--- config.mk ---
export PLATFORM = sky130hd
export DESIGN_NAME = alu_pipe
export DESIGN_NICKNAME = d
export VERILOG_FILES = /design/src/rtl/macro_pkg.sv /design/src/rtl/alu_exec.sv /design/src/rtl/alu_pipe.sv
export SDC_FILE = /design/constraint.sdc
export NUM_CORES = 1
export LEC_CHECK = 0
export BUFFER_PORTS_ARGS = -buffer_cell sky130_fd_sc_hd__buf_2
export CORE_ASPECT_RATIO = 0.8
export CORE_UTILIZATION = 45
export DETAILED_ROUTE_END_ITERATION = 16
export GPL_ROUTABILITY_DRIVEN = 0
export GPL_TIMING_DRIVEN = 1
export PLACE_DENSITY_LB_ADDON = 0.12
export RECOVER_POWER = 25
export SYNTH_ARGS = -nofsm -noshare
export SYNTH_HDL_FRONTEND = slang
export SYNTH_SLANG_ARGS = --single-unit
--- constraint.sdc ---
create_clock -name clk -period 4.9 [get_ports clk]
set_clock_uncertainty 0.15 [all_clocks]
set_input_delay 0.49 -clock clk [delete_from_list [all_inputs] [get_ports clk]]
set_output_delay 0.49 -clock clk [all_outputs]
set_load 0.02 [all_outputs]
--- src/rtl/macro_pkg.sv ---
// -----------------------------------------------------------------------------
// macro_pkg
// Shared definitions for the alu_pipe block and its testbench.
//   opcode_e     : 4-bit operation select (values 0..12 legal)
//   ILLEGAL_MIN  : first illegal opcode value (13..15 are illegal)
//   is_illegal() : helper flagging an opcode in the illegal range
// -----------------------------------------------------------------------------
package macro_pkg;

   typedef enum logic [3:0] {
      SEL  = 4'd0,
      INC  = 4'd1,
      DEC  = 4'd2,
      ADD  = 4'd3,
      ADDC = 4'd4,
      SUB  = 4'd5,
      SUBB = 4'd6,
      AND  = 4'd7,
      OR   = 4'd8,
      XOR  = 4'd9,
      NOT  = 4'd10,
      SHL  = 4'd11,
      SHR  = 4'd12
   } opcode_e;

   localparam logic [3:0] ILLEGAL_MIN = 4'd13;

   function automatic logic is_illegal(input logic [3:0] op);
      return (op >= ILLEGAL_MIN);
   endfunction

endpackage

--- src/rtl/alu_exec.sv ---
// -----------------------------------------------------------------------------
// alu_exec
// Purely combinational 4-bit ALU datapath used by alu_pipe.
// Ports:
//   a, b   in  [3:0]    operands
//   cin    in           carry/borrow in (ADDC/SUBB only)
//   ctl    in  opcode_e operation select
//   alu    out [3:0]    result
//   carry  out          carry-out / borrow / shifted-out bit
//   zero   out          alu == 0 (legal ops only)
//   err    out          opcode in the illegal range
// -----------------------------------------------------------------------------
module alu_exec
   import macro_pkg::*;
(
   input  logic [3:0] a,
   input  logic [3:0] b,
   input  logic       cin,
   input  opcode_e    ctl,
   output logic [3:0] alu,
   output logic       carry,
   output logic       zero,
   output logic       err
);

   // Every operation is expressed as a 5-bit word: bit 4 is the carry-type
   // output, bits 3:0 the result. Subtractions wrap in 5 bits, so bit 4 is
   // set exactly when the true difference is negative (a borrow occurred).
   logic [4:0] sum;
   logic       illegal;

   always_comb begin
      // NOTE: defaults assigned before the case keep this block free of
      // inferred latches even for opcodes no branch names.
      sum     = 5'd0;
      illegal = 1'b0;
      case (ctl)
         SEL:  sum = {1'b0, a};
         INC:  sum = {1'b0, a} + 5'd1;
         DEC:  sum = {1'b0, a} - 5'd1;
         ADD:  sum = {1'b0, a} + {1'b0, b};
         ADDC: sum = {1'b0, a} + {1'b0, b} + {4'd0, cin};
         SUB:  sum = {1'b0, a} - {1'b0, b};
         SUBB: sum = {1'b0, a} - {1'b0, b} - {4'd0, cin};
         AND:  sum = {1'b0, a & b};
         OR:   sum = {1'b0, a | b};
         XOR:  sum = {1'b0, a ^ b};
         NOT:  sum = {1'b0, ~a};
         SHL:  sum = {a, 1'b0};
         SHR:  sum = {a[0], 1'b0, a[3:1]};
         default: illegal = 1'b1;   // 13..15: result forced to zero
      endcase
   end

   assign alu   = sum[3:0];
   assign carry = sum[4];
   assign zero  = ~illegal & (sum[3:0] == 4'd0);
   assign err   = illegal;

endmodule

--- src/rtl/alu_pipe.sv ---
// -----------------------------------------------------------------------------
// alu_pipe
// Two-stage pipelined 4-bit ALU. Stage 1 captures the operands, stage 2
// captures the computed result. Latency 2 cycles, one op per cycle, no
// backpressure. Bubbles (valid_in=0) leave result outputs holding.
// Optional feature: define ALU_ERR_CNT_EN to add the saturating 8-bit
// illegal-opcode counter on port err_cnt.
// Ports:
//   clk        in           clock, rising edge
//   reset      in           asynchronous reset, active low
//   valid_in   in           operands/opcode valid
//   a, b       in  [3:0]    operands
//   cin        in           carry/borrow in
//   ctl        in  opcode_e operation select
//   valid_out  out          one pulse per accepted valid_in
//   alu        out [3:0]    result
//   carry      out          carry / borrow / shifted-out bit
//   zero       out          alu == 0 for legal ops
//   err        out          illegal opcode, qualified by valid_out
//   err_cnt    out [7:0]    illegal-op count (ALU_ERR_CNT_EN only)
// -----------------------------------------------------------------------------
module alu_pipe
   import macro_pkg::*;
(
   input  logic       clk,
   input  logic       reset,
   input  logic       valid_in,
   input  logic [3:0] a,
   input  logic [3:0] b,
   input  logic       cin,
   input  opcode_e    ctl,
   output logic       valid_out,
   output logic [3:0] alu,
   output logic       carry,
   output logic       zero,
   output logic       err
`ifdef ALU_ERR_CNT_EN
   ,
   output logic [7:0] err_cnt
`endif
);

   // Stage 1: operand registers.
   logic       s1_valid;
   logic [3:0] s1_a;
   logic [3:0] s1_b;
   logic       s1_cin;
   opcode_e    s1_ctl;

   // Combinational result of the stage-1 operands.
   logic [3:0] x_alu;
   logic       x_carry;
   logic       x_zero;
   logic       x_err;

   // NOTE: sequential state uses non-blocking assignments so every register
   // samples pre-edge values and the two stages shift as one.
   always_ff @(posedge clk or negedge reset) begin
      if (!reset) begin
         s1_valid <= 1'b0;
      end else begin
         s1_valid <= valid_in;
      end
   end

   // NOTE: data registers are reset as well, not only the valid flags: the
   // outputs must read zero during reset and stage registers must start clean.
   always_ff @(posedge clk or negedge reset) begin
      if (!reset) begin
         s1_a   <= 4'd0;
         s1_b   <= 4'd0;
         s1_cin <= 1'b0;
         s1_ctl <= SEL;
      end else if (valid_in) begin
         s1_a   <= a;
         s1_b   <= b;
         s1_cin <= cin;
         s1_ctl <= ctl;
      end
   end

   alu_exec u_exec (
      .a     (s1_a),
      .b     (s1_b),
      .cin   (s1_cin),
      .ctl   (s1_ctl),
      .alu   (x_alu),
      .carry (x_carry),
      .zero  (x_zero),
      .err   (x_err)
   );

   // Stage 2: result registers; they hold across bubbles.
   always_ff @(posedge clk or negedge reset) begin
      if (!reset) begin
         valid_out <= 1'b0;
      end else begin
         valid_out <= s1_valid;
      end
   end

   always_ff @(posedge clk or negedge reset) begin
      if (!reset) begin
         alu   <= 4'd0;
         carry <= 1'b0;
         zero  <= 1'b0;
         err   <= 1'b0;
      end else if (s1_valid) begin
         alu   <= x_alu;
         carry <= x_carry;
         zero  <= x_zero;
         err   <= x_err;
      end
   end

`ifdef ALU_ERR_CNT_EN
   // Counts on the same edge that presents the erroring result, so err_cnt
   // already includes the op whose valid_out/err pulse is visible.
   always_ff @(posedge clk or negedge reset) begin
      if (!reset) begin
         err_cnt <= 8'd0;
      end else if (s1_valid && x_err && (err_cnt != 8'hFF)) begin
         err_cnt <= err_cnt + 8'd1;
      end
   end
`endif

endmodule

# [After elaboration in Yosys (flattened, before gate mapping)]
# Cells that the tools add are included.
[word_totals] regBits=22 input_bits=16 out_inout_bits=8 elab_cells=38
[op_classes] n_addsub=6 n_eq_ne=12 n_mux=2 n_bitwise=5 n_reduce_logical=3
[ops] cell="5-bit one-hot mux with 13 select lines" n=1
[ops] cell="4-bit equality test, second input constant" n=5
[ops] cell="4-bit by 3-bit equality test with 1-bit output, second input constant" n=4
[ops] cell="13-bit OR reduction" n=1
[ops] cell="4-bit by 2-bit equality test with 1-bit output, second input constant" n=2
[ops] cell="4-bit logical NOT" n=2
[ops] cell="4-bit by 1-bit adder with 5-bit output, second input constant" n=1
[ops] cell="4-bit by 4-bit adder with 5-bit output" n=1
[ops] cell="5-bit by 1-bit adder with 5-bit output" n=1
[ops] cell="4-bit by 1-bit subtractor with 5-bit output, second input constant" n=1
[ops] cell="4-bit by 4-bit subtractor with 5-bit output" n=1
[ops] cell="5-bit by 1-bit subtractor with 5-bit output" n=1
[ops] cell="4-bit bitwise AND" n=1
[ops] cell="4-bit by 1-bit equality test with 1-bit output, second input constant" n=1
[ops] cell="4-bit NOT" n=1
[ops] cell="4-bit OR" n=1
[ops] cell="4-bit XOR" n=1
[ops] cell="1-bit bitwise AND" n=1
[ops] cell="1-bit 2-to-1 mux" n=1

# [Logic depth before layout (Yosys ltp)]
[logic_depth] depth_word=5 depth_mapped=12

# [Hierarchy]
# From an unflattened synthesis, not the netlist that was laid out.
[unflattened] cells_unflattened=210 area_unflattened_um2=2069.5
[modules_own_cells] mod="alu_exec" n_inst=1 cells_per_inst=166 area_per_inst_um2=1239.9 seq_area_each_um2=0.0
[modules_own_cells] mod="alu_pipe" n_inst=1 cells_per_inst=44 area_per_inst_um2=829.5 seq_area_each_um2=550.5

# [Least setup slack after synthesis]
# Ideal clock, no wire load.
[synth_timing] path_kind="register to register" from="register s1_a[0]" to="register zero" arrival_ns=2.548 path_slack_ns=2.136 stages_incl_launch_ff=13 n_path_buf=0 cell_sequence="dfrtp_1 > inv_1 > ha_1 > inv_1 > fa_1 > inv_1 > ha_1 > mux2i_1 > a221oi_1 > a21o_1 > o211ai_2 > nor4b_2 > a32o_2"
[synth_between] elab_chain_cells=5 word_cells_on_any_way=13
[synth_rtl] element="from (decl)" line_no="alu_pipe.sv:45" source="logic [3:0] s1_a;"
[synth_rtl] element="from (signal assigned)" line_no="alu_pipe.sv:70" source="s1_a <= 4'd0;"
[synth_rtl] element="from (signal assigned)" line_no="alu_pipe.sv:75" source="s1_a <= a;"
[synth_rtl] element="4-bit by 4-bit subtractor with 5-bit output / 4-bit by 4-bit adder with 5-bit output (equally long branches)"
[synth_rtl] element="5-bit by 1-bit subtractor with 5-bit output / 5-bit by 1-bit adder with 5-bit output (equally long branches)" line_no="alu_exec.sv:44, alu_exec.sv:42"
[synth_rtl] element="5-bit one-hot mux with 13 select lines (*)" line_no="alu_exec.sv:37" source="case (ctl)"
[synth_rtl] element="4-bit logical NOT (*)" line_no="alu_exec.sv:57" source="assign zero = ~illegal & (sum[3:0] == 4'd0);"
[synth_rtl] element="1-bit bitwise AND (*)" line_no="alu_exec.sv:57"
[synth_rtl] element="to (signal assigned)" line_no="alu_pipe.sv:111" source="zero <= x_zero;"
[synth_rtl] element="to (decl)" line_no="alu_pipe.sv:35" source="output logic zero,"
# Every way passes the cells marked *; elsewhere a longest branch is shown, timed or not.
# A chain may end at the register's enable or synchronous reset.

# [Worst setup path after layout]
[layout_timing] from="register s1_ctl[3]" to="register zero"
[layout_between] elab_chain_cells=4 word_cells_on_any_way=17
[layout_rtl] element="from (decl)" line_no="alu_pipe.sv:48" source="opcode_e s1_ctl;"
[layout_rtl] element="from (signal assigned)" line_no="alu_pipe.sv:78" source="s1_ctl <= ctl;"
[layout_rtl] element="4-bit equality test (tied with other cells)" line_no="alu_exec.sv:37"
[layout_rtl] element="5-bit one-hot mux with 13 select lines" line_no="alu_exec.sv:37"
[layout_rtl] element="4-bit logical NOT" line_no="alu_exec.sv:57"
[layout_rtl] element="1-bit bitwise AND (*)" line_no="alu_exec.sv:57"
# Marks and branches as above.

==> flow_summary.yaml <==
power:
  total_power_mw: 0.708
  p_sw_share_pct: 37.9
  power.switching_mw: 0.269
  peakVddDrop_mv: 0.141
  p_per_area_nw_per_um2: 307
  seqPwrFrac_pct: 32.5
  comb_power_share_pct: 42.6
  pwr-share-clk_pct: 24.9
  p_int_mw: 0.440
  power.leakage_nw: 1.07
clocking:
  clk_latency_ns: 0.27
  cts_buffers: 3
  clock_sinks: 22
  cts_setup_buffers: 0
  cts-root-buf: "clkbuf_8"
  clk_pin_slew_ns: 0.09
  clock_path_buffers: 2
  htreeDepth: 1
  tritoncts: "built"
  ctsHoldBuffers: 0
  ctsResizeCount: 0
synth:
  syn_inst: 240
  synthArstFlopShare_pct: 100
  syn_area_um2: 2140
  ys_types: 65
  yosys.area.top_type: "dfrtp_1"
  seq_area_frac_synth_pct: 25.7
  synth_edf_count: 0
  synth_top_flop_cell: "dfrtp_1"
  netlist.area_leader.share_pct: 25.7
  avgSynthCellArea_um2: 8.92
  synth.net_count: 278
  yosys_warnings: 0
  ys_ff_latch: 22
  synth_area_leaders: "dfrtp_1, ha_1, o21ai_0"
global_route:
  grt_util_all_layers_pct: 22.8
  grt-ovfl-total: 0
  grt_pass1_vias: 1671
  grt_pass1_wl_um: 8910
  antenna_found_initial: 0
  use_met3_pct: 3.33
  gr-usage-met2_pct: 32.0
  gr-usage-met1_pct: 36.9
  busiest_layer: "met1"
  grt_max_degree: 31
placement:
  place_inst: 312
  numPortBuffers: 23
  dp_slack_ns: 1.83
  place_hpwl_um: 3910
  place_area_um2: 2240
timing:
  relSlewSlack_pct: 25.4
  max_freq_ghz: 0.318
  tightest_slew_ns: 1.12
  hold_ws_ns: 0.259
  period_minus_slack_ns: 3.15
  grt_setup_unrepaired: "false"
  finalHoldViolCount: 0
  period_share_pct: 64.2
  setup_viol: 0
  finalSetupTns_ns: 0
  slew_viol_final: 0
  setup_slack_ns: 1.75
layout:
  layout_common_cells: "dfrtp_1, buf_2, nand2_1"
  instances_no_fill: 316
  final_nets: 295
  areaGrowthSynthToFinish_pct: 7.89
  post_route_cells_drive_above_1_share_pct: 17.2
  num_antenna_cells: 0
  final_core_util_pct: 50.5
  nFillCells: 462
  fin_area_um2: 2310
floorplan:
  die_area_um2: 5040
  die_height_um: 63.7
  start_util_pct: 46.9
  ios: 24
  die_w_um: 79.1
  coreArea_um2: 4570
  rows: 22
critical_path:
  critical_path.cell_chain: "nor2_1 -> nand2_1 -> inv_1 -> ha_1 -> xor2_1 -> nand2_1 -> a221oi_2 -> nand4_1 -> nor4b_2 -> a32o_2"
  r2r_cells: 10
  critPathBufInv: 1
  path_delay_family: "simple AND/OR/NAND/NOR gates"
  regToRegSetupSlack_ns: 1.75
  reg2reg_to: "zero$_DFFE_PN0P_"
  critical_path.max_fanout: 24
  crit_path_end_kind: "flop"
  cpMostUsedCell: "nand2_1"
  start_kind: "flop"
  slowest_stage: "dfrtp_1"
  r2r-start: "s1_ctl[3]$_DFFE_PN0P_"
  slowest_delay_ns: 0.84
  critPathArrivalTime_ns: 3.21
  timing.setup.critical_path_class: "reg2reg"
  cp.required_ns: 4.96
routing:
  drtPass1Iterations: 4
  via_per_inst: 5.73
  drt_iter0_drc: 170
  finalWirelength_um: 5240
  ant_nets: 0
  avgRoutedWirePerCell_um: 16.6
  drc: 0
  num_vias: 1812
flow_run:
  drv_cap: 0
status:
  status: "completed"
worst_hold_path:
  hold_path.class: "in2async"
## logic make-up after synthesis
family | after synthesis | share of synthesized area [%]
buffers and inverters | 31 | 8.30
and+or+nand+nor | 84 | 22.4
xor gates and xnor gates | 8 | 3.62
AOI/OAI and AO/OA | 66 | 22.5
muxes | 7 | 3.51
adders and majority gates | 22 | 13.9
DFF | 22 | 25.7
## per-layer routing
metal	routed length, um	vias to the layer above
met5	0	-
met3	279	4
met2	2200	57
li1	-	901
met4	34	0
met1	2720	850
## registers in the layout, summed over array words and instances (netlist names)
signal / flops
alu: 4
s1_a: 4
s1_b: 4
s1_ctl: 4
carry: 1
err: 1
s1_cin: 1
s1_valid: 1
valid_out: 1
zero: 1
## area by class of cell
type / count / area [um2] / area share, %
repair buffers: 26 / 136 / 5.90
multi-input cells: 187 / 1410 / 61.2
flip-flops and latches: 22 / 551 / 23.8
inverters: 17 / 63.8 / 2.76
clock buffers: 3 / 41.3 / 1.79
well taps: 60 / 75.1 / 3.25
clock inverters: 1 / 30.0 / 1.30
## cells in the mapped netlist, types with 3 or more instances
| library cell | instances |
|---|---|
| ha_1 | 19 |
| mux2i_1 | 3 |
| buf_6 | 5 |
| a21oi_1 | 6 |
| buf_2 | 4 |
| nand2_1 | 20 |
| fa_1 | 3 |
| a31oi_1 | 4 |
| a211oi_1 | 3 |
| nand3_1 | 6 |
| nor2_1 | 17 |
| mux2_2 | 4 |
| a21o_1 | 5 |
| inv_1 | 17 |
| nor3b_1 | 3 |
| nand2b_1 | 6 |
| a22o_1 | 3 |
| xor2_1 | 6 |
| dfrtp_1 | 22 |
| nor2b_1 | 8 |
| nor3_1 | 4 |
| o21ai_0 | 18 |
| nand3b_1 | 3 |
## worst max-delay path by stage
stage / cells after the start / start / to
after CTS: 10 / s1_ctl[3]$_DFFE_PN0P_ / zero$_DFFE_PN0P_
after floorplan: 12 / s1_a[0]$_DFFE_PN0P_ / zero$_DFFE_PN0P_
after global placement: 10 / s1_ctl[3]$_DFFE_PN0P_ / zero$_DFFE_PN0P_
after detailed placement: 10 / s1_ctl[3]$_DFFE_PN0P_ / zero$_DFFE_PN0P_
final: 10 / s1_ctl[3]$_DFFE_PN0P_ / zero$_DFFE_PN0P_
after global routing: 10 / s1_ctl[3]$_DFFE_PN0P_ / zero$_DFFE_PN0P_
## power groups by stage
stage,Sequential (mW),Combinational (mW),Clock [mW]
final,0.230,0.302,0.176
after global routing,0.234,0.336,0.185
after CTS,0.230,0.299,0.179
after detailed placement,0.234,0.298,0
after global placement,0.233,0.302,0
after floorplan,0.242,0.222,0
(Power assumes the default switching activity.)
